--- src/rtl/lsq_mem_pkg.sv ---
// lsq_mem_pkg: shared types and helpers for the LSQ memory sequencer.
//   lsq_state_e      - sequencer FSM states (IDLE, XFER, DRAIN, RESP)
//   SZ_*             - request size encodings (byte, half, word, word)
//   last_byte_idx()  - index of the final byte lane for a size
//   is_misaligned()  - natural-alignment check for a size/address pair
package lsq_mem_pkg;

  typedef enum logic [1:0] {
    ST_IDLE  = 2'b00,
    ST_XFER  = 2'b01,
    ST_DRAIN = 2'b10,
    ST_RESP  = 2'b11
  } lsq_state_e;

  localparam logic [1:0] SZ_BYTE     = 2'b00;
  localparam logic [1:0] SZ_HALF     = 2'b01;
  localparam logic [1:0] SZ_WORD     = 2'b10;
  localparam logic [1:0] SZ_WORD_ALT = 2'b11;

  // Access length is N = 1/2/4 bytes; this returns N-1.
  function automatic logic [1:0] last_byte_idx(input logic [1:0] size);
    case (size)
      SZ_BYTE: last_byte_idx = 2'd0;
      SZ_HALF: last_byte_idx = 2'd1;
      default: last_byte_idx = 2'd3;
    endcase
  endfunction

  function automatic logic is_misaligned(input logic [1:0] size,
                                         input logic [1:0] addr_lo);
    case (size)
      SZ_BYTE: is_misaligned = 1'b0;
      SZ_HALF: is_misaligned = addr_lo[0];
      default: is_misaligned = |addr_lo;
    endcase
  endfunction

endpackage

--- src/rtl/lsq_mem_seq_load_byte_assembler.sv ---
// load_byte_assembler: collects load bytes into four lanes and extends them.
//   clk, rst       - clock, asynchronous active-low reset
//   clear          - zero all lanes (new request accepted)
//   issue_en/lane  - a read for byte lane 'issue_lane' is on the bus this cycle
//   rdata          - memory read byte, valid the cycle after the read
//   size, sign_ext - access size and sign-extension enable
//   data           - extended load value, including the byte arriving this cycle
module load_byte_assembler
  import lsq_mem_pkg::*;
(
  input  logic        clk,
  input  logic        rst,
  input  logic        clear,
  input  logic        issue_en,
  input  logic [1:0]  issue_lane,
  input  logic [7:0]  rdata,
  input  logic [1:0]  size,
  input  logic        sign_ext,
  output logic [31:0] data
);

  logic [3:0][7:0] lanes_q, lanes_d;
  logic            pend_q, pend_d;
  logic [1:0]      pend_lane_q, pend_lane_d;

  // Reads return one cycle late, so remember which lane the read was for.
  always_comb begin
    lanes_d     = lanes_q;
    pend_d      = issue_en;
    pend_lane_d = issue_lane;
    if (pend_q) begin
      lanes_d[pend_lane_q] = rdata;
    end
    if (clear) begin
      lanes_d = '0;
      pend_d  = 1'b0;
    end
  end

  // Output is taken from lanes_d so the final byte can be registered into
  // the response on the same edge it is captured.
  always_comb begin
    case (size)
      SZ_BYTE: data = {{24{sign_ext & lanes_d[0][7]}}, lanes_d[0]};
      SZ_HALF: data = {{16{sign_ext & lanes_d[1][7]}}, lanes_d[1], lanes_d[0]};
      default: data = lanes_d;
    endcase
  end

  always_ff @(posedge clk or negedge rst) begin
    if (!rst) begin
      lanes_q     <= '0;
      pend_q      <= 1'b0;
      pend_lane_q <= '0;
    end else begin
      lanes_q     <= lanes_d;
      pend_q      <= pend_d;
      pend_lane_q <= pend_lane_d;
    end
  end

endmodule

--- src/rtl/lsq_mem_seq.sv ---
// lsq_mem_seq: serialises LSQ load/store requests onto a byte-wide
// single-port memory, one byte per cycle, little-endian.
//   clk, rst                     - clock, asynchronous active-low reset
//   req_valid/req_ready          - request handshake (ready only in IDLE)
//   req_store/size/signed/addr/data/tag - request fields
//   flush                        - squash an in-flight load
//   mem_re/mem_wr/mem_address/mem_wdata/mem_rdata - memory port
//   resp_valid/tag/data/store/err - one-cycle completion pulse
// Optional feature: define LSQ_MEM_MISALIGN_CHECK_EN to reject misaligned
// half/word accesses with resp_err instead of performing them bytewise.
module lsq_mem_seq
  import lsq_mem_pkg::*;
#(
  parameter int unsigned ADDR_W = 20,
  parameter int unsigned TAG_W  = 6
) (
  input  logic              clk,
  input  logic              rst,
  input  logic              req_valid,
  output logic              req_ready,
  input  logic              req_store,
  input  logic [1:0]        req_size,
  input  logic              req_signed,
  input  logic [31:0]       req_addr,
  input  logic [31:0]       req_data,
  input  logic [TAG_W-1:0]  req_tag,
  input  logic              flush,
  output logic              mem_re,
  output logic              mem_wr,
  output logic [ADDR_W-1:0] mem_address,
  output logic [7:0]        mem_wdata,
  input  logic [7:0]        mem_rdata,
  output logic              resp_valid,
  output logic [TAG_W-1:0]  resp_tag,
  output logic [31:0]       resp_data,
  output logic              resp_store,
  output logic              resp_err
);

  lsq_state_e        state_q, state_d;
  logic [1:0]        cnt_q, cnt_d, cnt_nxt;
  logic [ADDR_W-1:0] addr_q, addr_d;
  logic [31:0]       wdata_q, wdata_d;
  logic [TAG_W-1:0]  tag_q, tag_d;
  logic              store_q, store_d;
  logic [1:0]        size_q, size_d;
  logic              signed_q, signed_d;

  logic              req_ready_q, req_ready_d;
  logic              mem_re_q, mem_re_d;
  logic              mem_wr_q, mem_wr_d;
  logic [ADDR_W-1:0] mem_address_q, mem_address_d;
  logic [7:0]        mem_wdata_q, mem_wdata_d;
  logic              resp_valid_q, resp_valid_d;
  logic [TAG_W-1:0]  resp_tag_q, resp_tag_d;
  logic [31:0]       resp_data_q, resp_data_d;
  logic              resp_store_q, resp_store_d;
  logic              resp_err_q, resp_err_d;

  logic              asm_clear;
  logic [31:0]       asm_data;

  if (ADDR_W < 32) begin : g_addr_hi
    logic unused_addr_hi;
    assign unused_addr_hi = ^req_addr[31:ADDR_W];
  end

  load_byte_assembler u_asm (
    .clk        (clk),
    .rst        (rst),
    .clear      (asm_clear),
    .issue_en   (mem_re_q),
    .issue_lane (cnt_q),
    .rdata      (mem_rdata),
    .size       (size_q),
    .sign_ext   (signed_q),
    .data       (asm_data)
  );

  // All bus/response outputs are registered, so each is computed one cycle
  // ahead from the transition being taken.
  always_comb begin
    state_d       = state_q;
    cnt_d         = cnt_q;
    addr_d        = addr_q;
    wdata_d       = wdata_q;
    tag_d         = tag_q;
    store_d       = store_q;
    size_d        = size_q;
    signed_d      = signed_q;
    req_ready_d   = 1'b0;
    mem_re_d      = 1'b0;
    mem_wr_d      = 1'b0;
    mem_address_d = '0;
    mem_wdata_d   = '0;
    resp_valid_d  = 1'b0;
    resp_tag_d    = '0;
    resp_data_d   = '0;
    resp_store_d  = 1'b0;
    resp_err_d    = 1'b0;
    asm_clear     = 1'b0;
    cnt_nxt       = cnt_q + 2'd1;

    case (state_q)
      ST_IDLE: begin
        if (req_valid && req_ready_q) begin
          asm_clear = 1'b1;
          cnt_d     = '0;
          addr_d    = req_addr[ADDR_W-1:0];
          wdata_d   = req_data;
          tag_d     = req_tag;
          store_d   = req_store;
          size_d    = req_size;
          signed_d  = req_signed;
`ifdef LSQ_MEM_MISALIGN_CHECK_EN
          if (is_misaligned(req_size, req_addr[1:0])) begin
            state_d      = ST_RESP;
            resp_valid_d = 1'b1;
            resp_err_d   = 1'b1;
            resp_tag_d   = req_tag;
            resp_store_d = req_store;
          end else
`endif
          begin
            state_d       = ST_XFER;
            mem_re_d      = ~req_store;
            mem_wr_d      = req_store;
            mem_address_d = req_addr[ADDR_W-1:0];
            mem_wdata_d   = req_store ? req_data[7:0] : 8'h00;
          end
        end else begin
          req_ready_d = 1'b1;
        end
      end

      ST_XFER: begin
        if (!store_q && flush) begin
          state_d     = ST_IDLE;
          req_ready_d = 1'b1;
        end else if (cnt_q == last_byte_idx(size_q)) begin
          if (store_q) begin
            state_d      = ST_RESP;
            resp_valid_d = 1'b1;
            resp_tag_d   = tag_q;
            resp_store_d = 1'b1;
          end else begin
            state_d = ST_DRAIN;
          end
        end else begin
          cnt_d         = cnt_nxt;
          mem_re_d      = ~store_q;
          mem_wr_d      = store_q;
          mem_address_d = addr_q + ADDR_W'(cnt_nxt);
          mem_wdata_d   = store_q ? wdata_q[{cnt_nxt, 3'b000} +: 8] : 8'h00;
        end
      end

      ST_DRAIN: begin
        if (flush) begin
          state_d     = ST_IDLE;
          req_ready_d = 1'b1;
        end else begin
          state_d      = ST_RESP;
          resp_valid_d = 1'b1;
          resp_tag_d   = tag_q;
          resp_data_d  = asm_data;
        end
      end

      ST_RESP: begin
        state_d     = ST_IDLE;
        req_ready_d = 1'b1;
      end

      default: begin
        state_d = ST_IDLE;
      end
    endcase
  end

  always_ff @(posedge clk or negedge rst) begin
    if (!rst) begin
      state_q       <= ST_IDLE;
      cnt_q         <= '0;
      addr_q        <= '0;
      wdata_q       <= '0;
      tag_q         <= '0;
      store_q       <= 1'b0;
      size_q        <= '0;
      signed_q      <= 1'b0;
      req_ready_q   <= 1'b0;
      mem_re_q      <= 1'b0;
      mem_wr_q      <= 1'b0;
      mem_address_q <= '0;
      mem_wdata_q   <= '0;
      resp_valid_q  <= 1'b0;
      resp_tag_q    <= '0;
      resp_data_q   <= '0;
      resp_store_q  <= 1'b0;
      resp_err_q    <= 1'b0;
    end else begin
      state_q       <= state_d;
      cnt_q         <= cnt_d;
      addr_q        <= addr_d;
      wdata_q       <= wdata_d;
      tag_q         <= tag_d;
      store_q       <= store_d;
      size_q        <= size_d;
      signed_q      <= signed_d;
      req_ready_q   <= req_ready_d;
      mem_re_q      <= mem_re_d;
      mem_wr_q      <= mem_wr_d;
      mem_address_q <= mem_address_d;
      mem_wdata_q   <= mem_wdata_d;
      resp_valid_q  <= resp_valid_d;
      resp_tag_q    <= resp_tag_d;
      resp_data_q   <= resp_data_d;
      resp_store_q  <= resp_store_d;
      resp_err_q    <= resp_err_d;
    end
  end

  assign req_ready   = req_ready_q;
  assign mem_re      = mem_re_q;
  assign mem_wr      = mem_wr_q;
  assign mem_address = mem_address_q;
  assign mem_wdata   = mem_wdata_q;
  assign resp_valid  = resp_valid_q;
  assign resp_tag    = resp_tag_q;
  assign resp_data   = resp_data_q;
  assign resp_store  = resp_store_q;
  assign resp_err    = resp_err_q;

endmodule

--- config.mk ---
export PLATFORM = sky130hd
export DESIGN_NAME = lsq_mem_seq
export DESIGN_NICKNAME = d
export VERILOG_FILES = /design/src/rtl/lsq_mem_pkg.sv /design/src/rtl/lsq_mem_seq_load_byte_assembler.sv /design/src/rtl/lsq_mem_seq.sv
export SDC_FILE = /design/constraint.sdc
export NUM_CORES = 1
export LEC_CHECK = 0
export CAP_MARGIN = 0
export CORE_ASPECT_RATIO = 0.8
export CORE_MARGIN = 2
export CORE_UTILIZATION = 50
export DETAILED_ROUTE_END_ITERATION = 10
export GPL_TIMING_DRIVEN = 0
export PLACE_DENSITY = 0.79
export SYNTH_ARGS = -nofsm -noshare
export SYNTH_HDL_FRONTEND = slang
export SYNTH_SLANG_ARGS = --single-unit
--- constraint.sdc ---
create_clock -name clk -period 2.9 [get_ports clk]
set_clock_uncertainty 0.1 [all_clocks]
set_input_delay 0.29 -clock clk [delete_from_list [all_inputs] [get_ports clk]]
set_output_delay 0.29 -clock clk [all_outputs]
set_load 0.01 [all_outputs]
==> run metrics, run 1 <==
vias=5450; drt drc=0; CP Class=reg -> reg; xor/xnor share of the synthesized area=2.46%; Final nets=951; crit-path leading delay family=buffers and inverters; commonest non-fill, non-tap cell in the layout=nand2_1; Max Slew Vio Count=0; synthesis-to-finish area growth=33.6%; Slew headroom=41.5%; fin crit period=2680 ps; Inserted Clock Buffers=17; I/O Buffers=144; RSZ-0062 raised after global routing=false; leakage=4.57 nW; EDFF count, synth=0; setup violators final=0; Final Hold Viols=0; Core Rows=38; Pre-antenna DRT Iters=5; Mean Syn Cell Area=10.3 um^2; GRT overflow=0; worst-skew pair later-pin latency=430 ps; fin crit share=92.3%; Place WS=-345 ps; cell mode on critical path=xor2_1; largest net degree at the start of global routing=93; Die Height=111 um; prevailing post-synth register cell=dfrtp_1; die area=15200 um^2; simple-gate share of the synthesized area=19.6%; FF+latch area=4310 um^2; fillers=998; CTS Buffer Depth=2; Via-to-Cell Ratio=5.20; CTS tree=yes; Synth Instances=693; final instance area=9520 um^2; Area after DPL=8820 um^2; Post-synth ARST share=100%; total negative setup slack=0 ps; CP Data Arrival Time=2900 ps; post-synthesis mux area share=7.05%; initial drt markers=439; H-tree depth=4; multi-input combinational cell area=2610 um^2; worst-path cell with the longest stage delay=fa_1; worst hold slack=275 ps; final WL=17400 um; slowest stage delay, CP=440 ps; All-Layer GR Usage=24.4%; Cell variety after synth=44; largest family of logic cells by synthesized area=simple AND/OR/NAND/NOR gates; PnR worst setup slack=224 ps; commonest non-fill, non-tap cells in the layout=nand2_1 (205), dfrtp_1 (171), clkdlybuf4s50_1 (143), o21ai_0 (50), nor2_1 (49); share of cells above drive strength 1=6.79%; cells along the critical path=buf_2 -> xor2_1 -> inv_1 -> fa_1 -> nand4b_1 -> buf_4 -> nor3_2 -> nand3_1 -> xor2_1 -> o21ai_0; Worst Setup Start Kind=flop; GPL Wtd Cong=0.829; Post-Syn Area=7120 um^2; Sink Count=172; HPWL after detailed placement=12200 um; Slew @ Worst Pin=870 ps; post-synthesis adder-cell area fraction=1.34%; P per Cell Area=981 nW/um^2; status=complete, no violations; fmax=374 MHz; initial antenna violation count=0; first-pass GRT wire length=28100 um; VDD IR-drop max=0.628 mV; Compound-Gate Fraction of Synth Area=5.82%; Routed WL per cell=16.6 um; number of synthesized register bits=172; Root Buffer=clkbuf_16; Setup crit end kind=flop; critical path peak fanout=17; R2R Setup Slk=220 ps; initial core utilization=51.8%; core area=13700 um^2; post-layout util=69.2%; I/O pins=158; vias in the first global route=5637; Syn Nets=786; Seq/Total Area, Yosys=60.4%; Bufs and invs on worst path=3; Final ANT Viol Nets=0; Max Cap Viol=0; clk slew on worst S/H paths=60 ps; Die Wd=137 um; Antenna Cells=0; worst hold path class=reg -> reg; worst endpoint required time=3130 ps; synth warn=0
## worst register-to-register path: cells and delay by family (launching register included)
kind	cells	cell delay, ps
compound gates	1	180
xor+xnor	2	400
fa+ha+maj	1	440
buf+inv	3	630
flops	1	340
simple gates	3	510
## per-layer routing
metal | up-vias | track usage (%) | share of wire (%)
met3 | 27 | 5.85 | 5.4
met1 | 2684 | 32.0 | 43
met2 | 170 | 38.6 | 49
met4 | 0 | 10.4 | 2.3
li1 | 2569 | - | -
met5 | - | 0 | 0
## registers in the layout, indices dropped and copies added, names as in the netlist
register,flops
mem_wdata,8
addr_q,20
tag_q,6
resp_store,1
signed_q,1
u_asm.pend_lane_q,2
u_asm.pend_q,1
mem_address,20
req_ready,1
state_q,2
resp_tag,6
resp_data,32
u_asm.lanes_q,32
resp_valid,1
mem_re,1
mem_wr,1
size_q,2
store_q,1
cnt_q,2
wdata_q,32
## cell type report
class | instances | area share [%]
Buffer | 38 | 1.78
Inverter | 17 | 0.671
Multi-Input combinational cell | 465 | 27.4
Clock inverter | 10 | 1.99
Tap cell | 180 | 2.37
Clock buffer | 20 | 4.90
Sequential cell | 172 | 45.2
Timing Repair Buffer | 147 | 15.7
## stage by stage
step / power, mW / cells
final: 9.33 / 1049
after global routing: 9.95 / 1049
after detailed placement: 6.83 / 1018
after global placement: 6.66 / 1017
after floorplan: 5.61 / 693
after CTS: 9.38 / 1048
## worst paths after layout
kind	start	end	depth (start not counted)
max	cnt_q[0]$_DFFE_PN0P_	mem_address[18]$_DFF_PN0_	10
min in group asynchronous	rst	resp_tag[4]$_DFF_PN0_	2
max reg2reg	cnt_q[0]$_DFFE_PN0P_	mem_address[18]$_DFF_PN0_	10
max in group asynchronous	rst	mem_address[18]$_DFF_PN0_	3
min reg2reg	cnt_q[0]$_DFFE_PN0P_	u_asm.pend_lane_q[0]$_DFF_PN0_	0
min	cnt_q[0]$_DFFE_PN0P_	u_asm.pend_lane_q[0]$_DFF_PN0_	0
## power breakdown
group | leakage (nW) | total [mW] | internal [mW] | switching [mW]
combinational | 1.99 | 3.13 | 1.35 | 1.78
sequential | 2.27 | 3.71 | 3.23 | 0.484
clock | 0.318 | 2.49 | 1.59 | 0.897
total | 4.57 | 9.33 | 6.17 | 3.16
## cell families after synthesis
logic type / count (synthesis)
adders and majority gates: 7
AOI/OAI and AO/OA: 72
xor gates and xnor gates: 20
other: 1
buffers and inverters: 56
muxes: 40
and+or+nand+nor: 325
DFF: 172
## cell usage after synthesis (2+ instances only)
master / count / area (um^2)
a31oi_1: 2 / 12.5
and2_1: 25 / 156
inv_1: 17 / 63.8
clkbuf_1: 25 / 93.8
a21oi_1: 12 / 60.1
and4_1: 2 / 17.5
buf_1: 8 / 30.0
nor3_1: 13 / 65.1
nand3_1: 12 / 60.1
mux4_2: 8 / 180
xor2_1: 12 / 105
nand2_1: 205 / 769
nor2b_1: 2 / 12.5
nand4_1: 2 / 12.5
dfrtp_1: 172 / 4300
buf_2: 3 / 15.0
xnor2_1: 8 / 70.1
and3_1: 2 / 12.5
nand2b_1: 4 / 25.0
mux2i_1: 31 / 310
nand3b_1: 2 / 15.0
buf_6: 2 / 22.5
ha_1: 6 / 75.1
nor2_1: 49 / 184
o21ai_0: 50 / 250
## timing repair
item | in CTS | in global routing
endpoints found under the setup margin | 10 | 8
setup buffers | 0 | 1
hold buffers | 1 | 0
gates resized for setup | 2 | 6
endpoints found under the hold margin | 80 | 0
cloned | 0 | 0
Power figures use the tool's default switching activity.
==> run 2, diff against run 1 <==
--- a/config.mk
+++ b/config.mk
@@ -8,10 +8,10 @@
 export CAP_MARGIN = 0
 export CORE_ASPECT_RATIO = 0.8
 export CORE_MARGIN = 2
-export CORE_UTILIZATION = 50
+export CORE_UTILIZATION = 40
 export DETAILED_ROUTE_END_ITERATION = 10
 export GPL_TIMING_DRIVEN = 0
-export PLACE_DENSITY = 0.79
+export PLACE_DENSITY = 0.66
 export SYNTH_ARGS = -nofsm -noshare
 export SYNTH_HDL_FRONTEND = slang
 export SYNTH_SLANG_ARGS = --single-unit
==> run metrics, run 2 (synthesis results as in run 1) <==
status=complete, no violations (unchanged); final WL=17600 um (was 17400 um); Max Cap Viol=0 (unchanged); Inserted Clock Buffers=17 (unchanged); Final nets=952 (was 951); CP Class=reg -> reg (unchanged); initial antenna violation count=0 (unchanged); fin crit share=93.8% (was 92.3%); P per Cell Area=974 nW/um^2 (was 981 nW/um^2); worst-skew pair later-pin latency=420 ps (was 430 ps); commonest non-fill, non-tap cells in the layout=nand2_1 (205), dfrtp_1 (172), clkdlybuf4s50_1 (143), o21ai_0 (50), nor2_1 (49) (was nand2_1 (205), dfrtp_1 (171), clkdlybuf4s50_1 (143), o21ai_0 (50), nor2_1 (49)); slowest stage delay, CP=500 ps (was 440 ps); largest net degree at the start of global routing=121 (was 93); Die Wd=153 um (was 137 um); worst hold slack=270 ps (was 275 ps); GRT overflow=0 (unchanged); dpl cells=1063 (was 1018); I/O pins=158 (unchanged); final instance area=9550 um^2 (was 9520 um^2); Core Rows=43 (was 38); Worst Setup Start Kind=flop (unchanged); commonest non-fill, non-tap cell in the layout=nand2_1 (unchanged); worst hold path class=reg -> reg (unchanged); leakage=4.57 nW (about the same); initial core utilization=41.0% (was 51.8%); Place WS=-652 ps (was -345 ps); All-Layer GR Usage=19.5% (was 24.4%); worst-path cell with the longest stage delay=dfrtp_1 (was fa_1); Routed WL per cell=16.0 um (was 16.6 um); Pre-antenna DRT Iters=5 (unchanged); worst endpoint required time=3130 ps (about the same); CP Data Arrival Time=2950 ps (was 2900 ps); H-tree depth=4 (unchanged); vias=5306 (was 5450); Via-to-Cell Ratio=4.84 (was 5.20); share of cells above drive strength 1=5.97% (was 6.79%); Max Slew Vio Count=0 (unchanged); Slew headroom=49.0% (was 41.5%); CTS Buffer Depth=2 (unchanged); Antenna Cells=0 (unchanged); first-pass GRT wire length=28200 um (was 28100 um); fin crit period=2720 ps (was 2680 ps); fmax=368 MHz (was 374 MHz); GPL Wtd Cong=0.814 (was 0.829); Area after DPL=8880 um^2 (was 8820 um^2); post-layout util=55.0% (was 69.2%); Overall Power=9.30 mW (was 9.33 mW); cells along the critical path=buf_6 -> xor2_1 -> inv_1 -> fa_1 -> nand4b_1 -> nor3_1 -> nand2_1 -> xor2_1 -> o21ai_0 (was buf_2 -> xor2_1 -> inv_1 -> fa_1 -> nand4b_1 -> buf_4 -> nor3_2 -> nand3_1 -> xor2_1 -> o21ai_0); initial drt markers=346 (was 439); HPWL after detailed placement=12000 um (was 12200 um); vias in the first global route=5259 (was 5637); Die Height=123 um (was 111 um); Sink Count=172 (unchanged); core area=17400 um^2 (was 13700 um^2); PnR worst setup slack=180 ps (was 224 ps); Slew @ Worst Pin=759 ps (was 870 ps); critical path peak fanout=10 (was 17); setup violators final=0 (unchanged); Root Buffer=clkbuf_16 (unchanged); drt drc=0 (unchanged); die area=18900 um^2 (was 15200 um^2); I/O Buffers=144 (unchanged); cell mode on critical path=xor2_1 (unchanged); clk slew on worst S/H paths=70 ps (was 60 ps); CTS tree=yes (unchanged); VDD IR-drop max=0.528 mV (was 0.628 mV); fin cells=1096 (was 1049); Final ANT Viol Nets=0 (unchanged); synthesis-to-finish area growth=34.2% (was 33.6%); total negative setup slack=0 ps (unchanged); Final Hold Viols=0 (unchanged); Setup crit end kind=flop (unchanged)
-- run 2: worst max-delay path: cells and delay by family, from the launching register on --
kind | cells | cell delay, ps
fa+ha+maj | 1 | 450
xor+xnor | 2 | 370
buf+inv | 2 | 310
compound gates | 1 | 190
simple gates | 3 | 720
flops | 1 | 500
-- run 2: path summary, 6_finish.rpt --
| path | start | endpoint | slack [ps] | cells after the start |
|---|---|---|---|---|
| worst max register to register | cnt_q[1]$_DFFE_PN0P_ | mem_address[12]$_DFF_PN0_ | 180 | 9 |
| worst min-delay path | cnt_q[0]$_DFFE_PN0P_ | u_asm.pend_lane_q[0]$_DFF_PN0_ | 270 | 0 |
| min in group asynchronous | rst | resp_data[27]$_DFF_PN0_ | 280 | 2 |
| max in group asynchronous | rst | addr_q[19]$_DFFE_PN0P_ | 1500 | 3 |
| worst min register to register | cnt_q[0]$_DFFE_PN0P_ | u_asm.pend_lane_q[0]$_DFF_PN0_ | 270 | 0 |
| worst max-delay path | cnt_q[1]$_DFFE_PN0P_ | mem_address[12]$_DFF_PN0_ | 180 | 9 |
-- run 2: power breakdown --
group | leakage [nW] | switching, mW | internal (mW) | total [mW]
combinational | 1.99 | 1.74 | 1.35 | 3.10
sequential | 2.27 | 0.478 | 3.23 | 3.71
clock | 0.309 | 0.890 | 1.61 | 2.50
total | 4.57 | 3.11 | 6.19 | 9.30
-- run 2: metal layers --
metal  wire length (um)  part of all wire [%]  vias to the layer above  track usage (%)
met5                  0                     0                        -                0
met4                127                  0.72                        0             4.46
met3               1020                   5.8                       14             4.49
met1               8220                    47                     2544             27.5
li1                   -                     -                     2570                -
met2               8190                    47                      178             31.2
-- run 2: repair_timing --
action | 4_1_cts | 5_1_grt
setup endpoints to repair | 10 | 5
gates resized for setup | 2 | 3
setup buffers | 0 | 2
hold endpoints to repair | 52 | 0
cloned | 0 | 0
hold buffers | 1 | 0
-- run 2: area by class of cell --
type / instances / area (um^2)
repair buffers: 148 / 1500
flip-flops and latches: 172 / 4300
well taps: 225 / 282
fillers: 1565 / 7820
plain buffers: 38 / 173
inverters: 17 / 63.8
clock inverters: 8 / 190
multi-input cells: 465 / 2590
clock buffers: 23 / 448
